$ cat src/rtl/ctrl_pkg.sv
// Shared encodings for the multicycle control FSM: opcodes, state codes, mux selects, fault causes.
// Pure constants plus the ImmSrc decode helper; no timing or handshake behaviour of its own.
package ctrl_pkg;

  localparam logic [6:0] OP_LW  = 7'b0000011;
  localparam logic [6:0] OP_SW  = 7'b0100011;
  localparam logic [6:0] OP_R   = 7'b0110011;
  localparam logic [6:0] OP_I   = 7'b0010011;
  localparam logic [6:0] OP_BEQ = 7'b1100011;
  localparam logic [6:0] OP_JAL = 7'b1101111;

  localparam logic [3:0] S_FETCH    = 4'd0;
  localparam logic [3:0] S_DECODE   = 4'd1;
  localparam logic [3:0] S_MEMADR   = 4'd2;
  localparam logic [3:0] S_MEMREAD  = 4'd3;
  localparam logic [3:0] S_MEMWB    = 4'd4;
  localparam logic [3:0] S_MEMWRITE = 4'd5;
  localparam logic [3:0] S_EXECUTER = 4'd6;
  localparam logic [3:0] S_EXECUTEI = 4'd7;
  localparam logic [3:0] S_ALUWB    = 4'd8;
  localparam logic [3:0] S_BEQ      = 4'd9;
  localparam logic [3:0] S_JAL      = 4'd10;
  localparam logic [3:0] S_FAULT    = 4'd11;

  localparam logic [1:0] RS_ALUOUT = 2'b00;
  localparam logic [1:0] RS_DATA   = 2'b01;
  localparam logic [1:0] RS_ALURES = 2'b10;

  localparam logic [1:0] SA_PC    = 2'b00;
  localparam logic [1:0] SA_OLDPC = 2'b01;
  localparam logic [1:0] SA_RD1   = 2'b10;

  localparam logic [1:0] SB_RD2  = 2'b00;
  localparam logic [1:0] SB_IMM  = 2'b01;
  localparam logic [1:0] SB_FOUR = 2'b10;

  localparam logic [1:0] ALU_ADD   = 2'b00;
  localparam logic [1:0] ALU_SUB   = 2'b01;
  localparam logic [1:0] ALU_FUNCT = 2'b10;

  localparam logic [1:0] FC_NONE    = 2'b00;
  localparam logic [1:0] FC_ILLEGAL = 2'b01;
  localparam logic [1:0] FC_TIMEOUT = 2'b10;

  function automatic logic [1:0] imm_src(input logic [6:0] op);
    case (op)
      OP_SW:   imm_src = 2'b01;
      OP_BEQ:  imm_src = 2'b10;
      OP_JAL:  imm_src = 2'b11;
      default: imm_src = 2'b00;
    endcase
  endfunction

endpackage

$ cat src/rtl/multicycle_control_fsm_if.sv
// Control bundle between the multicycle FSM (master) and the datapath/memory side (slave).
// Carries the opcode and mem_ready handshake in, all control strobes and selects out.
interface multicycle_control_fsm_if;

  logic [6:0] op;
  logic       mem_ready;
  logic       mem_req;
  logic       PCUpdate;
  logic       Branch;
  logic       IRWrite;
  logic       RegWrite;
  logic       MemWrite;
  logic       AdrSrc;
  logic [1:0] ResultSrc;
  logic [1:0] ALUSrcA;
  logic [1:0] ALUSrcB;
  logic [1:0] ALUOp;
  logic [1:0] ImmSrc;
  logic       retire;
  logic       fault;
  logic [1:0] fault_cause;
  logic [3:0] state_o;

  modport master (
    input  op, mem_ready,
    output mem_req, PCUpdate, Branch, IRWrite, RegWrite, MemWrite, AdrSrc,
           ResultSrc, ALUSrcA, ALUSrcB, ALUOp, ImmSrc, retire, fault, fault_cause, state_o
  );

  modport slave (
    output op, mem_ready,
    input  mem_req, PCUpdate, Branch, IRWrite, RegWrite, MemWrite, AdrSrc,
           ResultSrc, ALUSrcA, ALUSrcB, ALUOp, ImmSrc, retire, fault, fault_cause, state_o
  );

endinterface

$ cat src/rtl/multicycle_control_fsm_mem_wait_timer.sv
// Counts unanswered memory-wait cycles; timeout is combinational from the count (0 cycles latency).
// Counter saturates at WAIT_MAX; WAIT_MAX = 0 disables the timeout entirely.
module mem_wait_timer #(
  parameter int WAIT_MAX = 16,
  parameter int WAIT_W   = 5
) (
  input  logic clk,
  input  logic rst_n,
  input  logic clr,
  input  logic en,
  input  logic ready,
  output logic timeout
);

  localparam logic [WAIT_W-1:0] MAX = WAIT_W'(WAIT_MAX);

  logic [WAIT_W-1:0] cnt;

  always_ff @(posedge clk or negedge rst_n) begin
    if (!rst_n) begin
      cnt <= '0;
    end else if (clr) begin
      cnt <= '0;
    end else if (en && !ready && cnt != MAX) begin
      cnt <= cnt + 1'b1;
    end
  end

  assign timeout = (WAIT_MAX != 0) && en && (cnt == MAX);

endmodule

$ cat src/rtl/multicycle_control_fsm.sv
// Moore control FSM for the multicycle RISC-V datapath: lw 5 cycles, sw/R/I/jal 4, beq 3 with mem_ready high.
// Memory states stall on mem_ready low; too many wait cycles or an illegal opcode park it in sticky FAULT.
module multicycle_control_fsm
  import ctrl_pkg::*;
#(
  parameter bit SUPPORT_ITYPE = 1'b1,
  parameter bit SUPPORT_JAL   = 1'b1,
  parameter int WAIT_MAX      = 16,
  parameter int WAIT_W        = 5
) (
  input logic                     clk,
  input logic                     rst_n,
  multicycle_control_fsm_if.master bus
);

  logic [3:0] state_q, state_d;
  logic [1:0] cause_q, cause_d;
  logic       timeout, mem_state;

  logic       mem_req_c, pcu_c, br_c, irw_c, rw_c, mw_c, retire_c, adr_src;
  logic [1:0] result_src, alu_src_a, alu_src_b, alu_op;

  assign mem_state = (state_q == S_FETCH) || (state_q == S_MEMREAD) || (state_q == S_MEMWRITE);

  // Clearing on every state change gives a fresh count on entry to each memory state.
  mem_wait_timer #(.WAIT_MAX(WAIT_MAX), .WAIT_W(WAIT_W)) u_timer (
    .clk     (clk),
    .rst_n   (rst_n),
    .clr     (state_d != state_q),
    .en      (mem_state),
    .ready   (bus.mem_ready),
    .timeout (timeout)
  );

  always_ff @(posedge clk or negedge rst_n) begin
    if (!rst_n) begin
      state_q <= S_FETCH;
      cause_q <= FC_NONE;
    end else begin
      state_q <= state_d;
      if (state_d == S_FAULT && state_q != S_FAULT) cause_q <= cause_d;
    end
  end

  always_comb begin
    state_d = state_q;
    cause_d = FC_NONE;
    case (state_q)
      S_FETCH: begin
        if (bus.mem_ready) state_d = S_DECODE;
        else if (timeout) begin state_d = S_FAULT; cause_d = FC_TIMEOUT; end
      end
      S_DECODE: begin
        case (bus.op)
          OP_LW, OP_SW: state_d = S_MEMADR;
          OP_R:         state_d = S_EXECUTER;
          OP_I:         state_d = SUPPORT_ITYPE ? S_EXECUTEI : S_FAULT;
          OP_BEQ:       state_d = S_BEQ;
          OP_JAL:       state_d = SUPPORT_JAL ? S_JAL : S_FAULT;
          default:      state_d = S_FAULT;
        endcase
        cause_d = FC_ILLEGAL;
      end
      S_MEMADR:   state_d = (bus.op == OP_SW) ? S_MEMWRITE : S_MEMREAD;
      S_MEMREAD, S_MEMWRITE: begin
        if (bus.mem_ready) state_d = (state_q == S_MEMREAD) ? S_MEMWB : S_FETCH;
        else if (timeout) begin state_d = S_FAULT; cause_d = FC_TIMEOUT; end
      end
      S_MEMWB:    state_d = S_FETCH;
      S_EXECUTER: state_d = S_ALUWB;
      S_EXECUTEI: state_d = S_ALUWB;
      S_ALUWB:    state_d = S_FETCH;
      S_BEQ:      state_d = S_FETCH;
      S_JAL:      state_d = S_ALUWB;
      S_FAULT:    state_d = S_FAULT;
      default:    state_d = S_FETCH;
    endcase
  end

  always_comb begin
    mem_req_c  = 1'b0;
    pcu_c      = 1'b0;
    br_c       = 1'b0;
    irw_c      = 1'b0;
    rw_c       = 1'b0;
    mw_c       = 1'b0;
    retire_c   = 1'b0;
    adr_src    = 1'b0;
    result_src = RS_ALUOUT;
    alu_src_a  = SA_PC;
    alu_src_b  = SB_RD2;
    alu_op     = ALU_ADD;
    case (state_q)
      S_FETCH: begin
        mem_req_c  = 1'b1;
        alu_src_b  = SB_FOUR;
        result_src = RS_ALURES;
        irw_c      = bus.mem_ready;
        pcu_c      = bus.mem_ready;
      end
      S_DECODE:   begin alu_src_a = SA_OLDPC; alu_src_b = SB_IMM; end
      S_MEMADR:   begin alu_src_a = SA_RD1;   alu_src_b = SB_IMM; end
      S_MEMREAD:  begin mem_req_c = 1'b1; adr_src = 1'b1; end
      S_MEMWB:    begin result_src = RS_DATA; rw_c = 1'b1; retire_c = 1'b1; end
      S_MEMWRITE: begin mem_req_c = 1'b1; adr_src = 1'b1; mw_c = 1'b1; retire_c = bus.mem_ready; end
      S_EXECUTER: begin alu_src_a = SA_RD1; alu_src_b = SB_RD2; alu_op = ALU_FUNCT; end
      S_EXECUTEI: begin alu_src_a = SA_RD1; alu_src_b = SB_IMM; alu_op = ALU_FUNCT; end
      S_ALUWB:    begin rw_c = 1'b1; retire_c = 1'b1; end
      S_BEQ:      begin alu_src_a = SA_RD1; alu_op = ALU_SUB; br_c = 1'b1; retire_c = 1'b1; end
      S_JAL:      begin alu_src_a = SA_OLDPC; alu_src_b = SB_FOUR; pcu_c = 1'b1; end
      default:    ;
    endcase
  end

  // Reset lands in FETCH, whose Moore outputs would otherwise request memory while rst_n is low.
  assign bus.mem_req     = rst_n & mem_req_c;
  assign bus.PCUpdate    = rst_n & pcu_c;
  assign bus.Branch      = rst_n & br_c;
  assign bus.IRWrite     = rst_n & irw_c;
  assign bus.RegWrite    = rst_n & rw_c;
  assign bus.MemWrite    = rst_n & mw_c;
  assign bus.retire      = rst_n & retire_c;
  assign bus.AdrSrc      = adr_src;
  assign bus.ResultSrc   = result_src;
  assign bus.ALUSrcA     = alu_src_a;
  assign bus.ALUSrcB     = alu_src_b;
  assign bus.ALUOp       = alu_op;
  assign bus.ImmSrc      = imm_src(bus.op);
  assign bus.fault       = (state_q == S_FAULT);
  assign bus.fault_cause = cause_q;
  assign bus.state_o     = state_q;

endmodule

$ cat src/flat_wrapper.sv
// flat-port wrapper written by rule: the top's interface ports become plain ports
module multicycle_control_fsm_flat import ctrl_pkg::*;
#(
  parameter bit SUPPORT_ITYPE = 1'b1,
  parameter bit SUPPORT_JAL   = 1'b1,
  parameter int WAIT_MAX      = 16,
  parameter int WAIT_W        = 5
)
  (clk, rst_n, bus_op, bus_mem_ready, bus_mem_req, bus_PCUpdate, bus_Branch, bus_IRWrite, bus_RegWrite, bus_MemWrite, bus_AdrSrc, bus_ResultSrc, bus_ALUSrcA, bus_ALUSrcB, bus_ALUOp, bus_ImmSrc, bus_retire, bus_fault, bus_fault_cause, bus_state_o);
  multicycle_control_fsm_if bus_i ();
  input logic clk;
  input logic rst_n;
  input wire logic [$bits(bus_i.op)-1:0] bus_op;
  input wire logic [$bits(bus_i.mem_ready)-1:0] bus_mem_ready;
  output wire logic [$bits(bus_i.mem_req)-1:0] bus_mem_req;
  output wire logic [$bits(bus_i.PCUpdate)-1:0] bus_PCUpdate;
  output wire logic [$bits(bus_i.Branch)-1:0] bus_Branch;
  output wire logic [$bits(bus_i.IRWrite)-1:0] bus_IRWrite;
  output wire logic [$bits(bus_i.RegWrite)-1:0] bus_RegWrite;
  output wire logic [$bits(bus_i.MemWrite)-1:0] bus_MemWrite;
  output wire logic [$bits(bus_i.AdrSrc)-1:0] bus_AdrSrc;
  output wire logic [$bits(bus_i.ResultSrc)-1:0] bus_ResultSrc;
  output wire logic [$bits(bus_i.ALUSrcA)-1:0] bus_ALUSrcA;
  output wire logic [$bits(bus_i.ALUSrcB)-1:0] bus_ALUSrcB;
  output wire logic [$bits(bus_i.ALUOp)-1:0] bus_ALUOp;
  output wire logic [$bits(bus_i.ImmSrc)-1:0] bus_ImmSrc;
  output wire logic [$bits(bus_i.retire)-1:0] bus_retire;
  output wire logic [$bits(bus_i.fault)-1:0] bus_fault;
  output wire logic [$bits(bus_i.fault_cause)-1:0] bus_fault_cause;
  output wire logic [$bits(bus_i.state_o)-1:0] bus_state_o;
  assign bus_i.op = bus_op;
  assign bus_i.mem_ready = bus_mem_ready;
  assign bus_mem_req = bus_i.mem_req;
  assign bus_PCUpdate = bus_i.PCUpdate;
  assign bus_Branch = bus_i.Branch;
  assign bus_IRWrite = bus_i.IRWrite;
  assign bus_RegWrite = bus_i.RegWrite;
  assign bus_MemWrite = bus_i.MemWrite;
  assign bus_AdrSrc = bus_i.AdrSrc;
  assign bus_ResultSrc = bus_i.ResultSrc;
  assign bus_ALUSrcA = bus_i.ALUSrcA;
  assign bus_ALUSrcB = bus_i.ALUSrcB;
  assign bus_ALUOp = bus_i.ALUOp;
  assign bus_ImmSrc = bus_i.ImmSrc;
  assign bus_retire = bus_i.retire;
  assign bus_fault = bus_i.fault;
  assign bus_fault_cause = bus_i.fault_cause;
  assign bus_state_o = bus_i.state_o;
  multicycle_control_fsm #(.SUPPORT_ITYPE(SUPPORT_ITYPE), .SUPPORT_JAL(SUPPORT_JAL), .WAIT_MAX(WAIT_MAX), .WAIT_W(WAIT_W)) u_core (.clk(clk), .rst_n(rst_n), .bus(bus_i));
endmodule
$ cat config.mk
export PLATFORM = sky130hd
export DESIGN_NAME = multicycle_control_fsm_flat
export DESIGN_NICKNAME = d
export VERILOG_FILES = /design/src/rtl/ctrl_pkg.sv /design/src/rtl/multicycle_control_fsm_if.sv /design/src/rtl/multicycle_control_fsm_mem_wait_timer.sv /design/src/rtl/multicycle_control_fsm.sv /design/src/flat_wrapper.sv
export SDC_FILE = /design/constraint.sdc
export NUM_CORES = 1
export LEC_CHECK = 0
export CORE_MARGIN = 2
export CORE_UTILIZATION = 40
export DETAILED_ROUTE_END_ITERATION = 8
export HOLD_SLACK_MARGIN = 0.08
export PLACE_DENSITY = 0.69
export SLEW_MARGIN = 20
export SYNTH_ARGS = -nofsm -noshare
export SYNTH_HDL_FRONTEND = slang
export SYNTH_SLANG_ARGS = --single-unit
$ cat constraint.sdc
create_clock -name clk -period 2.25 [get_ports clk]
set_clock_uncertainty 0.15 [all_clocks]
set_input_delay 0.3375 -clock clk [delete_from_list [all_inputs] [get_ports clk]]
set_output_delay 0.3375 -clock clk [all_outputs]
set_load 0.02 [all_outputs]
Word-level counts from Yosys, hierarchy flattened
Cells that the tools add are included.
{"block": "word_totals", "regBits": 11, "output_inout_bits": 25, "wordCells": 78, "in_bits": 10}
{"block": "op_classes", "muxes": 25, "add_sub_neg": 1, "bitwise_logic": 7, "reduce_logical": 20, "n_eq_ne": 22}
{"operator": "4-bit one-hot mux with 6 select lines", "count": 1}
{"operator": "4-bit equality test, second input constant", "count": 5}
{"operator": "2-bit one-hot mux with 2 select lines", "count": 5}
{"operator": "4-bit one-hot mux with 5 select lines", "count": 1}
{"operator": "4-bit by 3-bit equality test with 1-bit output, second input constant", "count": 4}
{"operator": "7-bit by 6-bit equality test with 1-bit output, second input constant", "count": 2}
{"operator": "7-bit equality test, second input constant", "count": 2}
{"operator": "4-bit two-way mux", "count": 3}
{"operator": "2-bit OR reduction", "count": 6}
{"operator": "3-bit OR reduction", "count": 4}
{"operator": "5-bit two-way mux", "count": 2}
{"operator": "4-bit by 2-bit equality test with 1-bit output, second input constant", "count": 2}
{"operator": "1-bit bitwise AND", "count": 7}
{"operator": "7-bit by 2-bit equality test with 1-bit output, second input constant", "count": 1}
{"operator": "7-bit by 5-bit equality test with 1-bit output, second input constant", "count": 1}
{"operator": "1-bit two-way mux", "count": 6}
{"operator": "3-bit two-way mux", "count": 2}
{"operator": "2-bit one-hot mux with 3 select lines", "count": 1}
{"operator": "5-bit by 1-bit adder with 5-bit output, second input constant", "count": 1}
{"operator": "5-bit equality test, second input constant", "count": 1}
{"operator": "5-bit != test, second input constant", "count": 1}
{"operator": "4-bit by 1-bit equality test with 1-bit output, second input constant", "count": 1}
{"operator": "1-bit logical AND", "count": 4}
{"operator": "4-bit zero test", "count": 1}
{"operator": "8 further kinds", "count": 11}

Logic depth before layout (Yosys ltp)
Gate-level depths: netlist of the first run.
{"block": "logic_depth", "ltp_word": 9, "ltp_mapped": 7, "depth_no_buf": 7}

By module
From an unflattened synthesis of the first run, not the netlist that was laid out.
{"block": "unflattened", "cells_unflattened": 150, "hier_area_um2": 1203.7}
{"module": "multicycle_control_fsm", "cells_per_inst": 117, "area_each_um2": 874.6, "seq_area_each_um2": 150.1, "instances": 1}
{"module": "mem_wait_timer", "cells_per_inst": 33, "area_each_um2": 329.1, "seq_area_each_um2": 125.1, "instances": 1}

Worst setup path before layout of the first run
Ideal clock, no wire load.
{"block": "synth_timing", "path_kind": "reg-to-output", "from": "reg u_core.state_q[3], in the netlist u_core.bus.state_o[3]", "to": "out bus_PCUpdate", "n_path_buf": 2, "path_slack_ns": 0.003, "path_stages_with_launch": 5, "t_required_ns": 1.762, "arrival_ns": 1.760, "cell_sequence": "dfrtp_1 -> buf_6 -> clkbuf_1 -> mux2i_1 -> nor4b_1"}
{"block": "synth_between", "elab_chain_len": 3, "elab_cells_between_ends": 4, "cone_classes": "1 x eq/ne; 1 x mux; 1 x bitwise; 1 x reduce/logical"}
{"item": "start, declared", "line_no": "multicycle_control_fsm.sv:16", "text": "logic [3:0] state_q, state_d;"}
{"item": "start signal, assigned", "line_no": "multicycle_control_fsm.sv:40", "text": "state_q <= state_d;"}
{"item": "4-bit equality test / 4-bit zero test (equally long branches)", "line_no": "multicycle_control_fsm.sv:93", "text": "case (state_q)"}
{"item": "1-bit one-hot mux with 2 select lines *", "line_no": "multicycle_control_fsm.sv:93"}
{"item": "1-bit bitwise AND *", "line_no": "multicycle_control_fsm.sv:117", "text": "assign bus.PCUpdate = rst_n & pcu_c;"}
{"item": "end, declared", "line_no": "flat_wrapper.sv:16", "text": "output wire logic [$bits(bus_i.PCUpdate)-1:0] bus_PCUpdate;"}
Mark *: on every way between the ends. The rest lies on a longest branch, timed or not.

Worst setup path after layout of the first run
{"block": "layout_timing", "from": "in bus_mem_ready", "to": "out bus_retire"}
{"block": "layout_between", "elab_chain_len": 2}
{"item": "start, declared", "line_no": "flat_wrapper.sv:14", "text": "input wire logic [$bits(bus_i.mem_ready)-1:0] bus_mem_ready;"}
{"item": "1-bit one-hot mux with 2 select lines", "line_no": "multicycle_control_fsm.sv:93"}
{"item": "1-bit bitwise AND", "line_no": "multicycle_control_fsm.sv:122", "text": "assign bus.retire = rst_n & retire_c;"}
{"item": "end, declared", "line_no": "flat_wrapper.sv:27", "text": "output wire logic [$bits(bus_i.retire)-1:0] bus_retire;"}
No other way between the ends.

==> reports/results.ini, run 1 <==
[outcome]
outcome=completed

[final_layout]
insertedDiodeCount=0
layout-drive-gt1-share=0.318
post-route-cell-area_sq_mm=0.00179
nFillCells=241
commonest_non_fill_non_tap_cell_in_the_layout=sky130_fd_sc_hd__buf_4
regArea_sq_um=278
final_cell_mix=sky130_fd_sc_hd__buf_4 (33), sky130_fd_sc_hd__clkdlybuf4s50_1 (15), sky130_fd_sc_hd__dlygate4sd2_1 (14), sky130_fd_sc_hd__nor2_1 (11), sky130_fd_sc_hd__dfrtp_1 (9)
multiInputGateArea_sq_um=857
layout-area-overhead-vs-synth_pct=50.4
fin_cells=226
final_nets=208
post-route-util=0.644

[drt]
wire_per_inst_um=15.8
drt-initial-drc-count=62
drcViolationCount=0
vias=1275
finalWirelength_um=3570
drt-pass1-iter-count=4
vias_per_cell=5.64
drt.antenna.violating_nets=0

[clock_tree]
cts_tree=yes
clkLatencyLatePin_ns=0.26
cts-buffers-inserted=3
ctsLongestPathBuffers=2
cts.sink_count=11
clockRootBuffer=sky130_fd_sc_hd__clkbuf_4
cts_max_level=1
clk_transition_reported_paths_ns=0.07

[grt]
globalRouteOverflowTotal=0
grt_use_total=0.218
number_of_antenna_violations_at_the_first_check_in_global_routing=0
pin_count_of_the_biggest_net_entering_global_routing=16
grt_pass1_wl_um=5980
first_global_vias=1305

[hold_path]
hp-class=primary input to async pin

[sta]
setup_slack_ns=0.0449
final.period_utilization=0.980
timing_worst_slew_pin_value_ns=0.368
setup_viol_count_final=0
period_needed_ns=2.21
maximum_operating_frequency_mhz=453
timing.slew.headroom=0.752
final-hold-violation-count=0
max_slew_violations=0

[worst_setup_path]
critPathKind=primary input to primary output
timing.critical_path.arrival_ns=1.72
critical_path.startpoint=bus_mem_ready
crit_fanout=6
critical_path.endpoint_type=primary output
setup.reg_to_reg.worst_slack_ns=0.14
timing.critical_path.from_type=primary input
required_ns=1.76
regToRegStartpoint=u_core.bus.state_o[2]

[pwr]
totalPowerFinal_mw=2.21
share_comb_of_total_power=0.796
power_density_mw_per_mm2=1240
switching_part_of_the_total=0.498
p_clk_frac=0.059
sequentialPowerShare=0.145
internal-power_mw=1.11
p_sw_mw=1.10
vdd.ir_drop.worst_mv=1.03
leakagePower_nw=0.867

[flow_run]
max_cap_viol_count=0

[die]
die_height_um=58.6
die_area_sq_mm=0.00343
die_x_um=58.6
core_area_sq_mm=0.00278
row_count=19
initial_core_util=0.428
pin_count=35

[placed_design]
place_congestion=0.856
placedInstanceArea_sq_mm=0.00176
dpl_worst_slack_ns=-0.282
place.port_buffers=34
hpwlAfterDp_um=2860
place.detailed.instances=222

[yosys]
avgSynthCellArea_sq_um=8.96
synth-seq-cells=11
number_of_warnings_reported_in_the_yosys_synthesis_log=0
synth_ff_type=sky130_fd_sc_hd__dfrtp_1
synthesis.instances=133
synth_edf_count=0
ys_async_sr_fraction=1.00
syn-num-nets=145
register_area_share_after_synthesis=0.231
synth.cell_area_sq_mm=0.00119
ys_types=52

[final cells by class]
type / count / area share
inverter: 5 / 0.0105
multi-input combinational: 107 / 0.478
tap: 31 / 0.0216
sequential: 11 / 0.155
timing repair buffer: 68 / 0.320
clock buffer: 4 / 0.0147
[worst paths after layout]
check                                            end  cells after the start
max reg2reg                u_core.bus.fault_cause[0]                      6
min                            u_core.u_timer.cnt[0]                      2
max in group asynchronous  u_core.bus.fault_cause[1]                      3
max                                       bus_retire                      6
min in group clk           u_core.bus.fault_cause[1]                      1
min reg2reg                u_core.bus.fault_cause[1]                      1
[registers in the layout, indices dropped and copies added (netlist names)]
| register | count |
|---|---|
| u_core.u_timer.cnt | 5 |
| u_core.bus.state_o | 4 |
| u_core.bus.fault_cause | 2 |
[Yosys cell counts, types with 4 or more instances]
| library cell | n | area (sq um) |
|---|---|---|
| sky130_fd_sc_hd__a21oi_1 | 5 | 25.0 |
| sky130_fd_sc_hd__and3_1 | 4 | 25.0 |
| sky130_fd_sc_hd__dfrtp_1 | 11 | 275 |
| sky130_fd_sc_hd__inv_1 | 5 | 18.8 |
| sky130_fd_sc_hd__mux2i_1 | 4 | 40.0 |
| sky130_fd_sc_hd__nand2_1 | 4 | 15.0 |
| sky130_fd_sc_hd__nand3_1 | 7 | 35.0 |
| sky130_fd_sc_hd__nor2_1 | 12 | 45.0 |
| sky130_fd_sc_hd__nor4_1 | 6 | 37.5 |
| sky130_fd_sc_hd__xnor2_1 | 5 | 43.8 |
[power by group through the flow]
stage / logic [mW] / clock network, mW / registers, mW
floorplan: 1.08 / 0 / 0.327
detailed placement: 1.80 / 0 / 0.315
global placement: 1.75 / 0 / 0.311
global route: 1.90 / 0.149 / 0.330
finish: 1.76 / 0.131 / 0.321
CTS: 1.74 / 0.135 / 0.319
[per-stage QoR]
step	TNS (ns)	hold slack (ns)
after floorplan	0	-0.108
after global routing	-0.0263	0.317
after global placement	-1.45	0.328
after CTS	0	0.317
after detailed placement	-1.78	0.329
final	0	0.311
[critical path, stage by stage]
cell and delay, ns:
sky130_fd_sc_hd__clkdlybuf4s50_1 0.49, sky130_fd_sc_hd__buf_4 0.16, sky130_fd_sc_hd__nand2b_1 0.10, sky130_fd_sc_hd__a21oi_1 0.07
sky130_fd_sc_hd__nor3b_1 0.21, sky130_fd_sc_hd__dlygate4sd1_1 0.35
[metal layers]
layer  routed length [um]  track usage  vias to the layer above
li1                     -            -                      612
met1                 1490        0.285                      610
met2                 1860        0.398                       51
met3                  213       0.0264                        2
met4                   10       0.0260                        0
met5                    0            0                        -
[what timing repair did]
action | in CTS | in global routing
setup endpoints to repair | 19 | 9
gates resized for setup | 25 | 13
hold buffers | 0 | 0
buffers inserted | 0 | 0
[cells by family after synthesis]
group	after synthesis	synth area share
AO/OA/AOI/OAI	24	0.191
XOR/XNOR	8	0.0651
adder cells (fa/ha/maj)	2	0.0210
buffers and inverters	15	0.0725
flip-flops	11	0.231
multiplexers	5	0.0431
AND/OR/NAND/NOR	68	0.376
Note: power is estimated with default switching activity, not from simulation.
==> inputs of run 2 (changes only) <==
--- a/config.mk
+++ b/config.mk
@@ -14,3 +14,4 @@
 export SYNTH_ARGS = -nofsm -noshare
 export SYNTH_HDL_FRONTEND = slang
 export SYNTH_SLANG_ARGS = --single-unit
+export TNS_END_PERCENT = 20
==> run 2 against run 1 <==
Sequential share of layout area is 0.059 points higher. Highest routed layer is now met3. Design area hardly changed. The run now ends with negative setup slack left. Sequential power hardly changed. Sequential cell count stayed put. Critical endpoint is now bus_fault.
==> reports/results.ini, run 2 (synthesized netlist as in run 1, its figures left out) <==
[outcome]
outcome=finished with violations
violated_checks=negative setup slack

[sta]
period_needed_ns=2.26
final.period_utilization=1.00
max_slew_violations=0
maximum_operating_frequency_mhz=443
timing.slew.headroom=0.751
setup_viol_count_final=1
unrepaired_setup_endpoints_after_global_routing=true
final.setup.tns_ns=-0.00629
final-hold-violation-count=0
timing_worst_slew_pin_value_ns=0.369
setup_slack_ns=-0.00629

[clock_tree]
cts_tree=yes
clk_transition_reported_paths_ns=0.07
clkLatencyLatePin_ns=0.26
postCtsSetupBuffers=0
cts_max_level=1
cts.sink_count=11
cts-buffers-inserted=3
clockRootBuffer=sky130_fd_sc_hd__clkbuf_4
postCtsHoldBufs=0
ctsLongestPathBuffers=2

[final_layout]
register_name_with_the_most_flops=u_core.u_timer.cnt
layout-drive-gt1-share=0.318
regArea_sq_um=279
layout-area-overhead-vs-synth_pct=50.5
insertedDiodeCount=0
commonest_non_fill_non_tap_cell_in_the_layout=sky130_fd_sc_hd__buf_4
nFillCells=239
final_nets=208
final_cell_mix=sky130_fd_sc_hd__buf_4 (33), sky130_fd_sc_hd__clkdlybuf4s50_1 (16), sky130_fd_sc_hd__dlygate4sd2_1 (13), sky130_fd_sc_hd__nor2_1 (11), sky130_fd_sc_hd__dfrtp_1 (8)
largest_register_ffs=5
multiInputGateArea_sq_um=853
post-route-cell-area_sq_mm=0.00179

[die]
initial_core_util=0.428
core_area_sq_mm=0.00278
die_x_um=58.6
die_height_um=58.6
row_count=19
pin_count=35
die_area_sq_mm=0.00343

[grt]
number_of_antenna_violations_at_the_first_check_in_global_routing=0
grt_use_total=0.217
grt_pass1_wl_um=5950
pin_count_of_the_biggest_net_entering_global_routing=16
globalRouteOverflowTotal=0
first_global_vias=1302

[worst_setup_path]
rr_worst_depth=6
setup.reg_to_reg.worst_slack_ns=0.14
critical_path.startpoint=u_core.bus.state_o[2]
required_ns=1.76
critical_path.endpoint_type=primary output
path_cells=nor2b_4 > and3_1 > clkdlybuf4s50_1
worstReg2RegEnd=u_core.bus.fault_cause[0]
timing.critical_path.arrival_ns=1.77
slowest_delay_ns=0.62
timing.critical_path.slowest_stage_cell=sky130_fd_sc_hd__clkdlybuf4s50_1
timing.critical_path.from_type=flip-flop
crit_fanout=8
critPathKind=flip-flop to primary output
regToRegStartpoint=u_core.bus.state_o[2]

[placed_design]
place_congestion=0.856
placedInstanceArea_sq_mm=0.00176
place.port_buffers=34
hpwlAfterDp_um=2860

[drt]
finalWirelength_um=3590
drcViolationCount=0
drt.antenna.violating_nets=0
met2WireLength_um=1850
drt-initial-drc-count=51
met3WireLength_um=185
drt-met1-wl_um=1560
drt-pass1-iter-count=4
vias_per_cell=5.58
top_signal_layer_used=met3
vias=1261
wire_per_inst_um=15.9

[hold_path]
hp-class=primary input to async pin

[pwr]
power_density_mw_per_mm2=1240
vdd.ir_drop.worst_mv=1.02
leakagePower_nw=0.875
totalPowerFinal_mw=2.22

[flow_run]
max_cap_viol_count=0

## run 2: changes by cell type in the layout (fill, tap and decap cells not counted)
cell,change
sky130_fd_sc_hd__a21oi_1,+1
sky130_fd_sc_hd__a21oi_2,-1
sky130_fd_sc_hd__clkdlybuf4s15_1,-1
sky130_fd_sc_hd__clkdlybuf4s50_1,+1
sky130_fd_sc_hd__dfrtp_1,-1
sky130_fd_sc_hd__dfrtp_2,+1
sky130_fd_sc_hd__dlygate4sd2_1,-1
sky130_fd_sc_hd__dlymetal6s2s_1,+1
## run 2: worst max-delay path by stage
stage	end	slack, ns	cells after the start
after floorplan	bus_PCUpdate	0.003	4
after global placement	bus_PCUpdate	-0.27	5
after detailed placement	bus_PCUpdate	-0.28	5
after CTS	bus_fault	-0.08	3
after global routing	bus_fault	-0.08	3
final	bus_fault	-0.006	3
## run 2: cell type report
| class | instances | share of cell area |
|---|---|---|
| sequential | 11 | 0.156 |
| multi-input combinational | 107 | 0.476 |
| clock buffer | 4 | 0.0147 |
| tap | 31 | 0.0216 |
| timing repair buffer | 68 | 0.322 |
| inverter | 5 | 0.0105 |
## run 2: metal layers
layer  vias to the layer above  track usage
met5                         -            0
met4                         0       0.0195
met3                         0       0.0264
met2                        44        0.396
met1                       607        0.286
li1                        610            -
## run 2: metrics by stage
step                hold slack [ns]  utilization  setup slack [ns]  instances
floorplan                    -0.108            -           0.00280        133
global placement              0.328        0.632            -0.272        222
detailed placement            0.329        0.632            -0.282        222
CTS                           0.317        0.637           -0.0752        226
global route                  0.317        0.645           -0.0768        226
finish                        0.318        0.645          -0.00629        226
## run 2: timing repair
| action | in CTS | in global routing |
|---|---|---|
| setup endpoints to repair | 19 | 10 |
| cloned | 0 | 0 |
| gates resized for setup | 21 | 15 |
## run 2: where the power goes
part,leakage [nW],switching (mW),internal [mW]
clock,0.0150,0.0626,0.0684
combinational,0.716,0.967,0.798
sequential,0.144,0.0710,0.251
## run 2: critical path, delay by kind of cell, from the launching register on
kind	cells	cell delay (ns)
buffers and inverters	1	0.62
flip-flops	1	0.48
AND/OR/NAND/NOR	2	0.41
==> inputs of run 3 (changes only) <==
--- a/config.mk
+++ b/config.mk
@@ -5,8 +5,10 @@
 export SDC_FILE = /design/constraint.sdc
 export NUM_CORES = 1
 export LEC_CHECK = 0
+export CORE_ASPECT_RATIO = 0.8
 export CORE_MARGIN = 2
 export CORE_UTILIZATION = 40
+export CTS_CLUSTER_DIAMETER = 200
 export DETAILED_ROUTE_END_ITERATION = 8
 export HOLD_SLACK_MARGIN = 0.08
 export PLACE_DENSITY = 0.69
==> run 3 against run 2 <==
The run now ends clean. Cell count up 4.4%. Power up 6.4%. Count of clock-buffer cells in the layout is the same. Via count grew 3.5%. Sequential cell count unchanged. Maximum frequency up 3.5%. Wire length shrank 4.2%. Utilization is 3.4 points higher. Design area up 5.4%. Global-route usage is essentially flat. Critical path type is now primary input to flip-flop. Critical endpoint is now u_core.u_timer.cnt[3]. Largest power group unchanged. Highest routed layer is now met4.
==> reports/results.ini, run 3 (synthesized netlist as in run 1, its figures left out) <==
[outcome]
outcome=completed

[sta]
timing_worst_slew_pin_value_ns=0.392
maximum_operating_frequency_mhz=459
timing.slew.headroom=0.736
setup_viol_count_final=0
setup_slack_ns=0.0691
final.period_utilization=0.969
final-hold-violation-count=0
unrepaired_setup_endpoints_after_global_routing=true
max_slew_violations=0
period_needed_ns=2.18

[pwr]
p_sw_mw=1.14
internal-power_mw=1.22
p_clk_frac=0.083
switching_part_of_the_total=0.482
vdd.ir_drop.worst_mv=0.669
power_density_mw_per_mm2=1250
share_comb_of_total_power=0.775
totalPowerFinal_mw=2.36
sequentialPowerShare=0.142
leakagePower_nw=0.938

[drt]
drt-pass1-iter-count=4
vias_per_cell=5.53
wire_per_inst_um=14.6
drcViolationCount=0
vias=1305
drt-initial-drc-count=65
finalWirelength_um=3440
drt.antenna.violating_nets=0

[clock_tree]
ctsLongestPathBuffers=2
postCtsHoldBufs=0
cts_tree=yes
postCtsSetupBuffers=0
cts.sink_count=11
clk_transition_reported_paths_ns=0.05
clockRootBuffer=sky130_fd_sc_hd__clkbuf_8
cts-buffers-inserted=3
clkLatencyLatePin_ns=0.24
cts_max_level=1

[placed_design]
place_congestion=0.917
place.port_buffers=34
placedInstanceArea_sq_mm=0.00180
dpl_worst_slack_ns=-0.306
hpwlAfterDp_um=2690
place.detailed.instances=232

[final_layout]
final_cell_mix=sky130_fd_sc_hd__buf_4 (36), sky130_fd_sc_hd__dlygate4sd2_1 (14), sky130_fd_sc_hd__clkdlybuf4s50_1 (13), sky130_fd_sc_hd__nor2_1 (11), sky130_fd_sc_hd__dfrtp_1 (8)
fin_cells=236
insertedDiodeCount=0
largest_register_ffs=5
layout-area-overhead-vs-synth_pct=58.7
layout-drive-gt1-share=0.348
post-route-util=0.678
final_nets=211
post-route-cell-area_sq_mm=0.00189
commonest_non_fill_non_tap_cell_in_the_layout=sky130_fd_sc_hd__buf_4
register_name_with_the_most_flops=u_core.u_timer.cnt

[die]
die_x_um=65.0
initial_core_util=0.427
die_height_um=52.8
core_area_sq_mm=0.00279
die_area_sq_mm=0.00343
pin_count=35
row_count=17

[grt]
grt_pass1_wl_um=5810
pin_count_of_the_biggest_net_entering_global_routing=19
first_global_vias=1323
number_of_antenna_violations_at_the_first_check_in_global_routing=0
grt_use_total=0.217
globalRouteOverflowTotal=0

[worst_setup_path]
timing.critical_path.arrival_ns=2.13
critical_path.endpoint_type=flip-flop
timing.critical_path.from_type=primary input
required_ns=2.20
crit_fanout=5
critPathKind=primary input to flip-flop

[hold_path]
hp-class=primary input to async pin

[flow_run]
max_cap_viol_count=0

## run 3: cell type report
| class | count | area (sq um) |
|---|---|---|
| inverter | 5 | 18.8 |
| timing repair buffer | 71 | 618 |
| sequential | 11 | 279 |
| tap | 38 | 47.5 |
| clock buffer | 4 | 45.0 |
| fill | 245 | 896 |
| multi-input combinational | 107 | 882 |
## run 3: power groups by stage
stage / registers, mW / clock network [mW] / logic (mW)
2_1_floorplan: 0.327 / 0 / 1.08
3_3_place_gp: 0.326 / 0 / 1.80
3_5_place_dp: 0.330 / 0 / 1.83
4_1_cts: 0.334 / 0.202 / 1.77
5_1_grt: 0.346 / 0.211 / 1.96
6_report: 0.336 / 0.196 / 1.83
## run 3: path summary, 6_finish.rpt
kind	startpoint	end	slack [ns]	depth (start not counted)
max	bus_op[6]	u_core.u_timer.cnt[3]	0.07	8
min	rst_n	u_core.u_timer.cnt[4]	0.25	2
max reg2reg	u_core.u_timer.cnt[0]	u_core.bus.fault_cause[0]	0.12	7
min reg2reg	u_core.bus.fault_cause[0]	u_core.bus.fault_cause[0]	0.34	1
max in group asynchronous	rst_n	u_core.bus.state_o[2]	1.55	2
min in group clk	u_core.bus.fault_cause[0]	u_core.bus.fault_cause[0]	0.34	1
## run 3: per-stage QoR
step                      hold slack, ns  TNS (ns)
after detailed placement           0.331     -1.94
after floorplan                   -0.108         0
final                              0.247         0
after global routing               0.236   -0.0595
after global placement             0.327     -1.57
after CTS                          0.223         0
## run 3: routing by layer
metal / GRT usage / vias up / wire (um)
li1: - / 623 / -
met1: 0.277 / 636 / 1590
met2: 0.380 / 42 / 1620
met3: 0.0387 / 4 / 198
met4: 0.0590 / 0 / 31
met5: 0 / - / 0
## run 3: critical path: stages
cell	delay, ns
sky130_fd_sc_hd__clkdlybuf4s50_1	0.45
sky130_fd_sc_hd__or3_4	0.35
sky130_fd_sc_hd__buf_4	0.17
sky130_fd_sc_hd__a211oi_2	0.20
sky130_fd_sc_hd__nor2_2	0.08
sky130_fd_sc_hd__buf_4	0.14
sky130_fd_sc_hd__o31ai_4	0.31
sky130_fd_sc_hd__nor4_1	0.10
## run 3: repair_timing
item | in CTS | in global routing
gates resized for setup | 22 | 19
endpoints found under the setup margin | 19 | 12
pin swaps | 0 | 3
gates cloned | 0 | 0
